$ cat config.mk
export PLATFORM = sky130hd
export DESIGN_NAME = store_buffer_flat
export DESIGN_NICKNAME = d
export VERILOG_FILES = /design/src/rtl/store_buffer_if.sv /design/src/rtl/store_buffer.sv /design/src/flat_wrapper.sv
export SDC_FILE = /design/constraint.sdc
export NUM_CORES = 1
export LEC_CHECK = 0
export CELL_PAD_IN_SITES_DETAIL_PLACEMENT = 2
export CELL_PAD_IN_SITES_GLOBAL_PLACEMENT = 2
export CORE_MARGIN = 2
export CORE_UTILIZATION = 43
export DETAILED_ROUTE_END_ITERATION = 10
export DONT_BUFFER_PORTS = 1
export GPL_ROUTABILITY_DRIVEN = 0
export PLACE_DENSITY = 0.77
export SYNTH_ARGS = -nofsm -noshare
export SYNTH_HDL_FRONTEND = slang
export SYNTH_SLANG_ARGS = --single-unit
$ cat constraint.sdc
create_clock -name clk -period 3 [get_ports clk]
set_input_delay 0.6 -clock clk [delete_from_list [all_inputs] [get_ports clk]]
set_output_delay 0.6 -clock clk [all_outputs]
set_load 0.02 [all_outputs]
$ cat src/rtl/store_buffer_if.sv
// Bundle of store, load-forward, drain and status signals between the MEM stage and the store buffer.
// master = pipeline / memory side, slave = the buffer.
interface store_buffer_if #(
  parameter int ADDR_W = 7,
  parameter int DATA_W = 32,
  parameter int DEPTH  = 4
);
  localparam int CNT_W = $clog2(DEPTH) + 1;

  logic              st_valid;
  logic [ADDR_W-1:0] st_addr;
  logic [DATA_W-1:0] st_data;
  logic              st_ready;

  logic [ADDR_W-1:0] ld_addr;
  logic              ld_hit;
  logic [DATA_W-1:0] ld_data;

  logic              drain_en;
  logic              mem_we;
  logic [ADDR_W-1:0] mem_waddr;
  logic [DATA_W-1:0] mem_wdata;

  logic [CNT_W-1:0]  count;
  logic              empty;
  logic              full;

  modport master (
    output st_valid, st_addr, st_data, ld_addr, drain_en,
    input  st_ready, ld_hit, ld_data, mem_we, mem_waddr, mem_wdata, count, empty, full
  );

  modport slave (
    input  st_valid, st_addr, st_data, ld_addr, drain_en,
    output st_ready, ld_hit, ld_data, mem_we, mem_waddr, mem_wdata, count, empty, full
  );
endinterface

$ cat src/rtl/store_buffer.sv
// In-order store queue between MEM stage and data memory: drains one store per permitted cycle
// and forwards the youngest matching buffered store to loads.
module store_buffer #(
  parameter int ADDR_W = 7,
  parameter int DATA_W = 32,
  parameter int DEPTH  = 4
) (
  input logic          clk,
  input logic          rst_n,
  store_buffer_if.slave sb
);
  localparam int PTR_W = $clog2(DEPTH);
  localparam int CNT_W = PTR_W + 1;

  logic [ADDR_W-1:0] addr_q [DEPTH];
  logic [DATA_W-1:0] data_q [DEPTH];
  logic [PTR_W-1:0]  wr_ptr;
  logic [PTR_W-1:0]  rd_ptr;
  logic [CNT_W-1:0]  count;
  logic              mem_we;
  logic [ADDR_W-1:0] mem_waddr;
  logic [DATA_W-1:0] mem_wdata;
  logic              empty;
  logic              full;
  logic              push;
  logic              pop;
  logic              ld_hit;
  logic [DATA_W-1:0] ld_data;

  assign empty = (count == '0);
  assign full  = (count == CNT_W'(DEPTH));
  // Both decisions use pre-edge occupancy: no bypass when full, no same-edge drain when empty.
  assign push  = sb.st_valid && !full;
  assign pop   = sb.drain_en && !empty;

  // NOTE: sequential state uses non-blocking assignments so every register samples pre-edge values.
  always_ff @(posedge clk or negedge rst_n) begin
    if (!rst_n) begin
      wr_ptr    <= '0;
      rd_ptr    <= '0;
      count     <= '0;
      mem_we    <= 1'b0;
      mem_waddr <= '0;
      mem_wdata <= '0;
    end else begin
      if (push) wr_ptr <= wr_ptr + PTR_W'(1);
      if (pop)  rd_ptr <= rd_ptr + PTR_W'(1);

      case ({push, pop})
        2'b10:   count <= count + CNT_W'(1);
        2'b01:   count <= count - CNT_W'(1);
        default: count <= count;
      endcase

      if (pop) begin
        mem_we    <= 1'b1;
        mem_waddr <= addr_q[rd_ptr];
        mem_wdata <= data_q[rd_ptr];
      end else begin
        mem_we    <= 1'b0;
      end
    end
  end

  // NOTE: entry storage is deliberately not reset; occupancy is tracked by count alone.
  always_ff @(posedge clk) begin
    if (push) begin
      addr_q[wr_ptr] <= sb.st_addr;
      data_q[wr_ptr] <= sb.st_data;
    end
  end

  // Walk oldest to youngest so the last match found is the youngest one.
  // NOTE: outputs get defaults first so the combinational block cannot infer a latch.
  always_comb begin
    ld_hit  = 1'b0;
    ld_data = '0;
    for (int k = 0; k < DEPTH; k++) begin
      if ((CNT_W'(k) < count) &&
          (addr_q[rd_ptr + PTR_W'(k)][ADDR_W-1:2] == sb.ld_addr[ADDR_W-1:2])) begin
        ld_hit  = 1'b1;
        ld_data = data_q[rd_ptr + PTR_W'(k)];
      end
    end
  end

  assign sb.st_ready  = !full;
  assign sb.ld_hit    = ld_hit;
  assign sb.ld_data   = ld_data;
  assign sb.mem_we    = mem_we;
  assign sb.mem_waddr = mem_waddr;
  assign sb.mem_wdata = mem_wdata;
  assign sb.count     = count;
  assign sb.empty     = empty;
  assign sb.full      = full;
endmodule

$ cat src/flat_wrapper.sv
// flat-port wrapper written by rule: the top's interface ports become plain ports
module store_buffer_flat 
#(
  parameter int ADDR_W = 7,
  parameter int DATA_W = 32,
  parameter int DEPTH  = 4
)
  (clk, rst_n, sb_st_valid, sb_st_addr, sb_st_data, sb_ld_addr, sb_drain_en, sb_st_ready, sb_ld_hit, sb_ld_data, sb_mem_we, sb_mem_waddr, sb_mem_wdata, sb_count, sb_empty, sb_full);
  store_buffer_if #(.ADDR_W(ADDR_W), .DATA_W(DATA_W), .DEPTH(DEPTH)) sb_i ();
  input logic clk;
  input logic rst_n;
  input wire logic [$bits(sb_i.st_valid)-1:0] sb_st_valid;
  input wire logic [$bits(sb_i.st_addr)-1:0] sb_st_addr;
  input wire logic [$bits(sb_i.st_data)-1:0] sb_st_data;
  input wire logic [$bits(sb_i.ld_addr)-1:0] sb_ld_addr;
  input wire logic [$bits(sb_i.drain_en)-1:0] sb_drain_en;
  output wire logic [$bits(sb_i.st_ready)-1:0] sb_st_ready;
  output wire logic [$bits(sb_i.ld_hit)-1:0] sb_ld_hit;
  output wire logic [$bits(sb_i.ld_data)-1:0] sb_ld_data;
  output wire logic [$bits(sb_i.mem_we)-1:0] sb_mem_we;
  output wire logic [$bits(sb_i.mem_waddr)-1:0] sb_mem_waddr;
  output wire logic [$bits(sb_i.mem_wdata)-1:0] sb_mem_wdata;
  output wire logic [$bits(sb_i.count)-1:0] sb_count;
  output wire logic [$bits(sb_i.empty)-1:0] sb_empty;
  output wire logic [$bits(sb_i.full)-1:0] sb_full;
  assign sb_i.st_valid = sb_st_valid;
  assign sb_i.st_addr = sb_st_addr;
  assign sb_i.st_data = sb_st_data;
  assign sb_i.ld_addr = sb_ld_addr;
  assign sb_i.drain_en = sb_drain_en;
  assign sb_st_ready = sb_i.st_ready;
  assign sb_ld_hit = sb_i.ld_hit;
  assign sb_ld_data = sb_i.ld_data;
  assign sb_mem_we = sb_i.mem_we;
  assign sb_mem_waddr = sb_i.mem_waddr;
  assign sb_mem_wdata = sb_i.mem_wdata;
  assign sb_count = sb_i.count;
  assign sb_empty = sb_i.empty;
  assign sb_full = sb_i.full;
  store_buffer #(.ADDR_W(ADDR_W), .DATA_W(DATA_W), .DEPTH(DEPTH)) u_core (.clk(clk), .rst_n(rst_n), .sb(sb_i));
endmodule
==> metrics.txt, run 1 <==
post-DP HPWL=22.18 mm; clk_skew=23.36 ps; combinational power share=53.1%; layout cell share with drive strength beyond 1=35.93%; area of the die=27050 sq um; status=finished with violations; top cells by area, synth=edfxtp_1 42%, dfrtp_1 11%, mux2_2 6.0%; Die H=164.5 um; CTS Buf Count=24; Hold Slack=155.5 ps; fin crit share=127.6%; number of fill cells=2281; RSZ-0062 raised after global routing=yes; critical path endpoint category=output pin; Post-synth EDFFs=156; top-area cell type share of the netlist area=42.30%; Setup Total Neg Slack=-25300 ps; GRT Overall Usage=27.64%; worst hold path class=input port to flop; port bufs=0; DRT Pass-1 Iters=5; post-route ant nets=0; worst-path maximum fanout=14; Final Core Density=56.62%; Int Pwr=0.009144 W; crit path kind=flop to output pin; Peak VDD IR=0.6605 mV; initial antenna violation count=0; Seq pwr share=29.0%; area leader, netlist=edfxtp_1; Root Buffer=clkbuf_16; fin worst setup slack=-828.1 ps; asr flop ratio synth=23.15%; final slew viol count=0; Detailed Route WL=42.72 mm; syn avg cell area=11.96 sq um; core area=25250 sq um; global-route wire length before repair=56.26 mm; register area share after synthesis=52.92%; Sw Share=44.47%; yosys warns=0; synthesized cell area=11070 sq um; Vias/cell=6.318; DRC viols=0; largest net degree at the start of global routing=146; Clock power frac=17.9%; clk_lat worst skew=540 ps; failing checks=setup timing; NetSw=0.007324 W; Yosys cell types=43; endpoints failing setup=33; post-synthesis instance total=926; Slew headroom=33.90%; worst slew pin tran=991.6 ps; Synth Register Bits=203; Max Cap Viol=0; WP data arrival=3230 ps; antenna cells=0; power per cell area=1152 nW/um^2; grt total ovfl=0; Final min period=3828 ps; die width=164.5 um; CTS H-Tree Depth=1; Synthesized Nets=984; vias in the first global route=9461; Leakage=5.187 nW; R2R Setup Slk=370 ps; Initial DRC Count=495; CTS tree=done; Reg clk slew, reported paths=70 ps; Most used DFF post-synth=edfxtp_1; Startpoint Class=flop; FP Rows=58; final net count=1067; Clock Path Buffers=3; Routed wire per std cell=31.48 um; Fin. Hold Viols=0; IO Pins=129; CP required=2400 ps; synthesis-to-layout area growth=29.12%; initial core utilization=43.85%; DR vias=8573; f_max=261.2 MHz; clk sinks=203
[placed cells by master, fill, tap and decap left out, types with 7 or more instances in the layout]
cell and n:
nand2_1 67, a31oi_4 7, nor3_2 12, a31oi_2 19, o221ai_4 9, mux2_1 44
mux2i_1 65, nor2_1 67, clkbuf_1 10, edfxtp_1 156, a21oi_1 64, o21ai_0 64
o221ai_2 19, buf_12 20, mux2_2 59, buf_6 31, xnor2_2 11, nor3_4 15
mux4_2 22, clkbuf_16 28, buf_4 76, ha_1 8, dfrtp_1 45, xnor2_1 9
nor3_1 7, nand3_1 21, nand3_2 11
[stage by stage]
| step | total power, W | cells | instance area (sq um) | worst slack, ps |
|---|---|---|---|---|
| 6_report | 0.01647 | 1357 | 14300 | -828.1 |
| 5_1_grt | 0.01719 | 1357 | 14300 | -878.9 |
| 4_1_cts | 0.01535 | 1347 | 13570 | -741.2 |
| 3_5_place_dp | 0.01164 | 1284 | 12110 | -442.3 |
| 3_3_place_gp | 0.01107 | 1284 | 12110 | -323.3 |
| 2_1_floorplan | 0.009243 | 926 | 11070 | 35.99 |
[logic make-up (layout without fill, tap and decap cells)]
| family | count (synthesis) | after routing | share of synthesized area (%) |
|---|---|---|---|
| mux | 190 | 190 | 20.99 |
| fa+ha+maj | 8 | 8 | 0.9039 |
| flops | 203 | 203 | 52.92 |
| compound gates | 197 | 197 | 10.60 |
| simple gates | 215 | 215 | 8.542 |
| xor+xnor | 26 | 26 | 2.056 |
| buf+inv | 87 | 188 | 3.988 |
[per-layer routing]
layer / vias up / global-route usage, % / part of all wire [%]
li1: 3682 / - / -
met1: 4470 / 31.92 / 38
met2: 311 / 50.95 / 53
met3: 110 / 5.374 / 5.5
met4: 0 / 9.644 / 3.5
met5: - / 0 / 0
[layout make-up]
type | instances | area, sq um | area share (%)
repair buffers | 137 | 1558 | 10.89
flip-flops and latches | 203 | 5868 | 41.04
well taps | 330 | 412.9 | 2.888
inverters | 7 | 26.28 | 0.1838
multi-input cells | 636 | 5658 | 39.57
clock inverters | 4 | 43.79 | 0.3063
clock buffers | 40 | 732.0 | 5.119
[power by group through the flow]
stage / Sequential (W) / Clock, W / Combinational (W)
CTS: 0.00472 / 0.00292 / 0.00771
finish: 0.00478 / 0.00294 / 0.00875
global route: 0.00485 / 0.00307 / 0.00927
floorplan: 0.00454 / 0 / 0.00470
global placement: 0.00474 / 0 / 0.00633
detailed placement: 0.00482 / 0 / 0.00682
[sequential cells by signal (all words and copies together) (netlist names)]
name,flops
u_core.data_q,128
u_core.addr_q,28
u_core.sb.mem_wdata,32
u_core.sb.mem_we,1
u_core.wr_ptr,2
u_core.sb.count,3
u_core.rd_ptr,2
u_core.sb.mem_waddr,7
[synth_stat cells (all sizes together) (2+ instances only)]
cell / number
edfxtp: 156
mux2: 103
nor2: 68
nand2: 67
o21ai: 66
mux2i: 65
a21oi: 64
dfrtp: 47
clkbuf: 41
buf: 39
nor3: 34
nand3: 33
a31oi: 32
o221ai: 30
mux4: 22
xnor2: 20
ha: 8
inv: 7
xor2: 6
and3: 4
nand4: 3
a211o: 2
o211ai: 2
[worst max-delay path, stage by stage, from the launching register on]
cell and delay [ps]:
dfrtp_4 550, buf_6 170, buf_4 150, mux4_2 290
xnor2_1 200, nand4_1 230, or2_4 320, buf_6 190
a31oi_2 270, o221ai_4 160, buf_6 150
[worst paths after layout]
path / endpoint / depth (start not counted) / start
max in group asynchronous: u_core.rd_ptr[0] / 2 / rst_n
hold reg to reg: u_core.sb.mem_wdata[10] / 1 / u_core.sb.mem_wdata[10]
hold / removal: u_core.data_q[0][6] / 0 / sb_st_data[6]
min in group asynchronous: u_core.sb.mem_wdata[29] / 2 / rst_n
setup / recovery: sb_ld_data[23] / 10 / u_core.rd_ptr[1]
setup reg to reg: u_core.sb.mem_wdata[3] / 8 / u_core.rd_ptr[0]
[what timing repair did]
item,in CTS,in global routing
gates cloned,3,3
resized for setup,90,100
pin swaps,24,17
hold endpoints to repair,47,0
buffers inserted,14,7
endpoints found under the setup margin,33,33
hold buffers,2,0
(Power assumes the default switching activity.)
==> run 2: changes to the inputs <==
==> constraint.sdc (replaced) <==
create_clock -name clk -period 3.6 [get_ports clk]
set_input_delay 0.72 -clock clk [delete_from_list [all_inputs] [get_ports clk]]
set_output_delay 0.72 -clock clk [all_outputs]
set_load 0.02 [all_outputs]
==> run 2 against run 1 <==
  * Sequential share of layout area is 2.8 points higher
  * Clock power is 14% lower
  * Critical path depth stayed put
  * Clock-buffer cell count is 10 lower
  * Largest cell class unchanged
  * First-iteration DRC count is 4.8% higher
  * The run still ends with setup timing left
  * Final area is 6.3% lower
  * Clock skew is 14 ps lower
  * Worst hold slack worse by 89 ps
==> metrics.txt, run 2 (synthesis results as in run 1) <==
Post-Layout Inst Area=13400 sq um (-6.3%); Vias/cell=6.204 (-1.8%); Die H=164.5 um (unchanged); R2R depth=8 (unchanged); slowest CP cell=mux4_2; global-route wire length before repair=54.45 mm (-3.2%); commonest non-fill, non-tap cell in the layout=edfxtp_1; Final min period=4006 ps; RSZ-0062 raised after global routing=yes; Reg clk slew, reported paths=60 ps (about the same); Fin. Hold Viols=0 (unchanged); synthesis-to-layout area growth=20.98%; clk_lat worst skew=530 ps (about the same); IO Pins=129 (unchanged); clk sinks=203 (unchanged); CTS H-Tree Depth=1 (unchanged); worst slew pin tran=1053 ps (+61.60 ps); fin crit share=111.3%; GRT Overall Usage=26.95% (-0.69 points); post-route ant nets=0 (unchanged); initial core utilization=43.85% (unchanged); Routed wire per std cell=29.25 um (-7.1%); placed cell areas=11670 sq um (-3.6%); Startpoint Class=flop; pre-CTS setup slack=-3.118 ps (+439.2 ps); largest net degree at the start of global routing=242 (+66%); R2R Setup Slk=770 ps (+400 ps); Tot Pwr=0.01266 W (-23%); Largest regs=u_core.data_q: 128 flops, u_core.sb.mem_wdata: 32 flops, u_core.addr_q: 28 flops; layout cell share with drive strength beyond 1=28.60% (-7.3 points); Peak VDD IR=0.5702 mV (-14%); commonest cells after routing, fill and taps aside=156 x edfxtp_1, 67 x nand2_1, 67 x nor2_1, 65 x mux2i_1; antenna cells=0 (unchanged); Largest register FFs=128 (unchanged); endpoints failing setup=33 (unchanged); Root Buffer=clkbuf_16; Clock Path Buffers=3 (unchanged); clk_skew=9.701 ps (-13.66 ps); worst hold path class=input port to asynchronous set/reset pin; FP Rows=58 (unchanged); WP data arrival=3290 ps (+60 ps); CP dominant cell by count=buf_6; f_max=249.6 MHz; core area=25250 sq um (unchanged); R2R Path End=u_core.sb.mem_wdata[18]; failing checks=setup timing; area of the die=27050 sq um (unchanged); status=finished with violations; final net count=1011 (-5.2%); power per cell area=945.3 nW/um^2 (-18%); DR vias=8078 (-5.8%); Max Cap Viol=0 (unchanged); port bufs=0 (unchanged); Detailed Route WL=38.08 mm (-11%); CTS Buf Count=25 (+4.2%); post-DP HPWL=22.03 mm (-0.67%); die width=164.5 um (unchanged); crit path kind=flop to output pin; initial antenna violation count=0 (unchanged); Crit. Startpoint=u_core.rd_ptr[0]; CP cell instances=buf_6 > mux4_2 > xnor2_2 > nand4_1 > buf_6 > or2_4 > buf_6 > a31oi_1 > o221ai_1 > buf_4; Final Core Density=53.05% (-3.6 points); Leakage=4.779 nW (-7.9%); number of fill cells=2328 (+2.1%); DRT Pass-1 Iters=5 (unchanged); DRC viols=0 (unchanged); worst-path maximum fanout=12 (-2); Slew headroom=29.79% (-4.1 points); final slew viol count=0 (unchanged); vias in the first global route=9220 (-2.5%); Biggest register=u_core.data_q; critical path endpoint category=output pin; Initial DRC Count=519 (+4.8%); CP required=2880 ps (+480 ps); reg2reg start=u_core.sb.count[1]; grt total ovfl=0 (unchanged); CP max stage delay=550 ps (about the same); fin worst setup slack=-406.4 ps (+421.7 ps); CTS tree=done
[run 2: repair_timing]
item,in CTS,in global routing
gates resized for setup,43,61
setup buffers,9,3
endpoints found under the hold margin,47,0
hold buffers,1,0
cloned,2,3
pin swaps,13,30
setup endpoints to repair,33,33
[run 2: final cells by class]
cell class	instances	area (sq um)	area share [%]
well taps	330	412.9	3.082
clock buffers	30	674.4	5.034
flip-flops and latches	203	5868	43.80
clock inverters	16	151.4	1.130
multi-input cells	636	5325	39.75
inverters	7	26.28	0.1961
repair buffers	80	939.7	7.013
[run 2: report_power, final]
part           switching [W]  internal [W]  total [W]
logic                0.00372       0.00242    0.00614
registers           0.000777       0.00322    0.00399
clock network       0.000989       0.00154    0.00253
total                0.00549       0.00718     0.0127
[run 2: worst max path at each step]
stage	to	slack, ps	depth (start not counted)
5_1_grt	sb_ld_data[3]	-460	10
6_report	sb_ld_data[3]	-410	10
3_3_place_gp	sb_ld_data[29]	80	8
2_1_floorplan	sb_ld_data[0]	520	9
3_5_place_dp	sb_ld_data[17]	-3	8
4_1_cts	sb_ld_data[19]	-250	9
[run 2: per-layer routing]
layer | vias up | GRT usage, % | part of all wire [%]
met2 | 238 | 50.80 | 54
li1 | 3558 | - | -
met4 | 0 | 10.24 | 2.8
met1 | 4211 | 29.23 | 38
met5 | - | 0 | 0
met3 | 71 | 6.153 | 5.8
[run 2: worst max-delay path, delay by kind of cell (launching register included)]
kind	cells	cell delay [ps]
buf+inv	4	660
simple gates	2	430
flops	1	490
mux	1	550
compound gates	2	380
xor+xnor	1	230
[run 2: stage by stage]
step | hold slack, ps | setup TNS, ps | std cells
floorplan | 424.4 | 0 | 926
global placement | 426.7 | 0 | 1238
detailed placement | 426.0 | -3.118 | 1238
CTS | 69.48 | -7355 | 1296
global route | 70.58 | -12400 | 1302
finish | 66.90 | -9932 | 1302
==> run 3: changes to the inputs <==
--- a/config.mk
+++ b/config.mk
@@ -13,6 +13,7 @@
 export DONT_BUFFER_PORTS = 1
 export GPL_ROUTABILITY_DRIVEN = 0
 export PLACE_DENSITY = 0.77
+export SKIP_CTS_REPAIR_TIMING = 1
 export SYNTH_ARGS = -nofsm -noshare
 export SYNTH_HDL_FRONTEND = slang
 export SYNTH_SLANG_ARGS = --single-unit
==> run 3 against run 2 <==
  * The run still ends with setup timing left
  * Clock power about the same
  * Largest cell class unchanged
  * Final cell count decreased by 0.31%
  * Flip-flop and latch count unchanged
  * First-iteration DRC count decreased by 12%
  * Critical path type unchanged
==> metrics.txt, run 3 (synthesis results as in run 1) <==
Startpoint Class=flop; port bufs=0 (unchanged); Largest regs=u_core.data_q: 128 flops, u_core.sb.mem_wdata: 32 flops, u_core.addr_q: 28 flops; DR vias=8051 (-0.33%); GRT Overall Usage=25.53% (-1.4 points); Vias/cell=6.203 (about the same); Reg clk slew, reported paths=60 ps (about the same); Detailed Route WL=36.71 mm (-3.6%); synthesis-to-layout area growth=17.08%; Final min period=3998 ps (-8.700 ps); area of the die=27050 sq um (unchanged); global-route wire length before repair=52.20 mm (-4.1%); failing checks=setup timing; FP Rows=58 (unchanged); Die H=164.5 um (unchanged); commonest cells after routing, fill and taps aside=156 x edfxtp_1, 67 x nand2_1, 67 x nor2_1, 65 x mux2i_1; worst hold path class=input port to asynchronous set/reset pin; post-route ant nets=0 (unchanged); Final Core Density=51.34% (-1.7 points); layout cell share with drive strength beyond 1=25.41% (-3.2 points); Initial DRC Count=458 (-12%); Clock Path Buffers=3 (unchanged); CP cell instances=buf_12 > mux4_2 > xnor2_1 > nand4_1 > buf_4 > buf_12 > nor3_2 > a31oi_1 > o211ai_2; R2R depth=8 (unchanged); final net count=1007 (-0.40%); slowest CP cell=mux4_2; placed cells=1238 (unchanged); fin crit share=111.0% (-0.24 points); core area=25250 sq um (unchanged); status=finished with violations; Hold Slack=59.75 ps (-7.154 ps); f_max=250.1 MHz (+0.22%); Fin. Hold Viols=0 (unchanged); DRC viols=0 (unchanged); Largest register FFs=128 (unchanged); Slew headroom=35.79% (+6.0 points); CTS tree=done; Root Buffer=clkbuf_16; post-DP HPWL=22.03 mm (unchanged); worst-path maximum fanout=32 (+20); grt total ovfl=0 (unchanged); endpoints failing setup=33 (unchanged); fin worst setup slack=-397.7 ps (+8.700 ps); CTS H-Tree Depth=1 (unchanged); vias in the first global route=9096 (-1.3%); clk sinks=203 (unchanged); DRT Pass-1 Iters=5 (unchanged); power per cell area=951.8 nW/um^2 (+0.69%); crit path kind=flop to output pin; antenna cells=0 (unchanged); final slew viol count=0 (unchanged); die width=164.5 um (unchanged); critical path endpoint category=output pin; CP dominant cell by count=buf_12; clk_skew=9.680 ps (-0.02054 ps); Max Cap Viol=0 (unchanged); R2R Setup Slk=750 ps (-20 ps); initial core utilization=43.85% (unchanged); worst slew pin tran=963.1 ps (-90.04 ps); commonest non-fill, non-tap cell in the layout=edfxtp_1; R2R Path End=u_core.sb.mem_wdata[18]; reg2reg start=u_core.sb.count[1]; CP max stage delay=520 ps (-30 ps); clk_lat worst skew=530 ps (about the same); IO Pins=129 (unchanged); Setup Total Neg Slack=-9361 ps (+571.0 ps); largest net degree at the start of global routing=242 (unchanged); CP required=2880 ps (about the same); crit path to=sb_ld_data[4]; initial antenna violation count=0 (unchanged); Crit. Startpoint=u_core.rd_ptr[0]; Leakage=4.670 nW (-2.3%); RSZ-0062 raised after global routing=yes; WP data arrival=3280 ps (about the same); filler-free cell count of the finished design=1298 (-0.31%); Peak VDD IR=0.6194 mV (+8.6%); CTS Buf Count=25 (unchanged); Routed wire per std cell=28.28 um (-3.3%); Biggest register=u_core.data_q
## run 3: changes by cell type in the layout (fill, tap and decap cells not counted), moves of 5 or more
| cell | change |
|---|---|
| a31oi_1 | +18 |
| a31oi_4 | -13 |
| o221ai_1 | +11 |
| o221ai_2 | -11 |
| nor3_1 | -9 |
| buf_4 | +7 |
| xnor2_1 | +6 |
| xnor2_2 | -6 |
| a31oi_2 | -5 |
| buf_6 | -5 |
| nor3_2 | +5 |
## run 3: cell type report
| class | count | area [sq um] |
|---|---|---|
| fill | 2342 | 12290 |
| sequential | 203 | 5868 |
| multi-input combinational | 636 | 5042 |
| timing repair buffer | 76 | 790.8 |
| clock buffer | 30 | 674.4 |
| tap | 330 | 412.9 |
| clock inverter | 16 | 151.4 |
| inverter | 7 | 26.28 |
## run 3: worst min-delay path by stage
stage | slack, ps | cells past startpoint | end | startpoint
finish | 60 | 1 | u_core.sb.mem_waddr[0] | rst_n
global route | 60 | 1 | u_core.sb.mem_waddr[1] | rst_n
CTS | -130 | 0 | u_core.sb.mem_wdata[9] | rst_n
detailed placement | 430 | 0 | u_core.sb.mem_wdata[27] | rst_n
global placement | 430 | 0 | u_core.sb.mem_wdata[27] | rst_n
floorplan | 420 | 0 | u_core.rd_ptr[0] | rst_n
## run 3: metrics by stage
stage | setup WS (ps) | instance area [sq um] | total power [W]
6_report | -397.7 | 12970 | 0.01234
5_1_grt | -512.7 | 12970 | 0.01302
4_1_cts | -615.3 | 12500 | 0.01190
3_5_place_dp | -3.118 | 11670 | 0.009320
3_3_place_gp | 80.97 | 11670 | 0.008823
2_1_floorplan | 516.0 | 11070 | 0.007703
## run 3: routing by layer
| layer | wire [um] | global-route usage [%] |
|---|---|---|
| met1 | 13970 | 27.84 |
| met2 | 19440 | 48.50 |
| met3 | 2324 | 5.650 |
| met4 | 969 | 8.854 |
| met5 | 0 | 0 |
## run 3: where the power goes
part | internal [W] | switching (W)
clock network | 0.00154 | 0.000996
logic | 0.00227 | 0.00358
registers | 0.00321 | 0.000747
## run 3: critical path: cells and delay by family, from the launching register on
kind                   cells  cell delay [ps]
multiplexers               1              520
flip-flops                 1              470
buffers and inverters      3              520
AND/OR/NAND/NOR            2              490
XOR/XNOR                   1              200
AO/OA/AOI/OAI              2              490
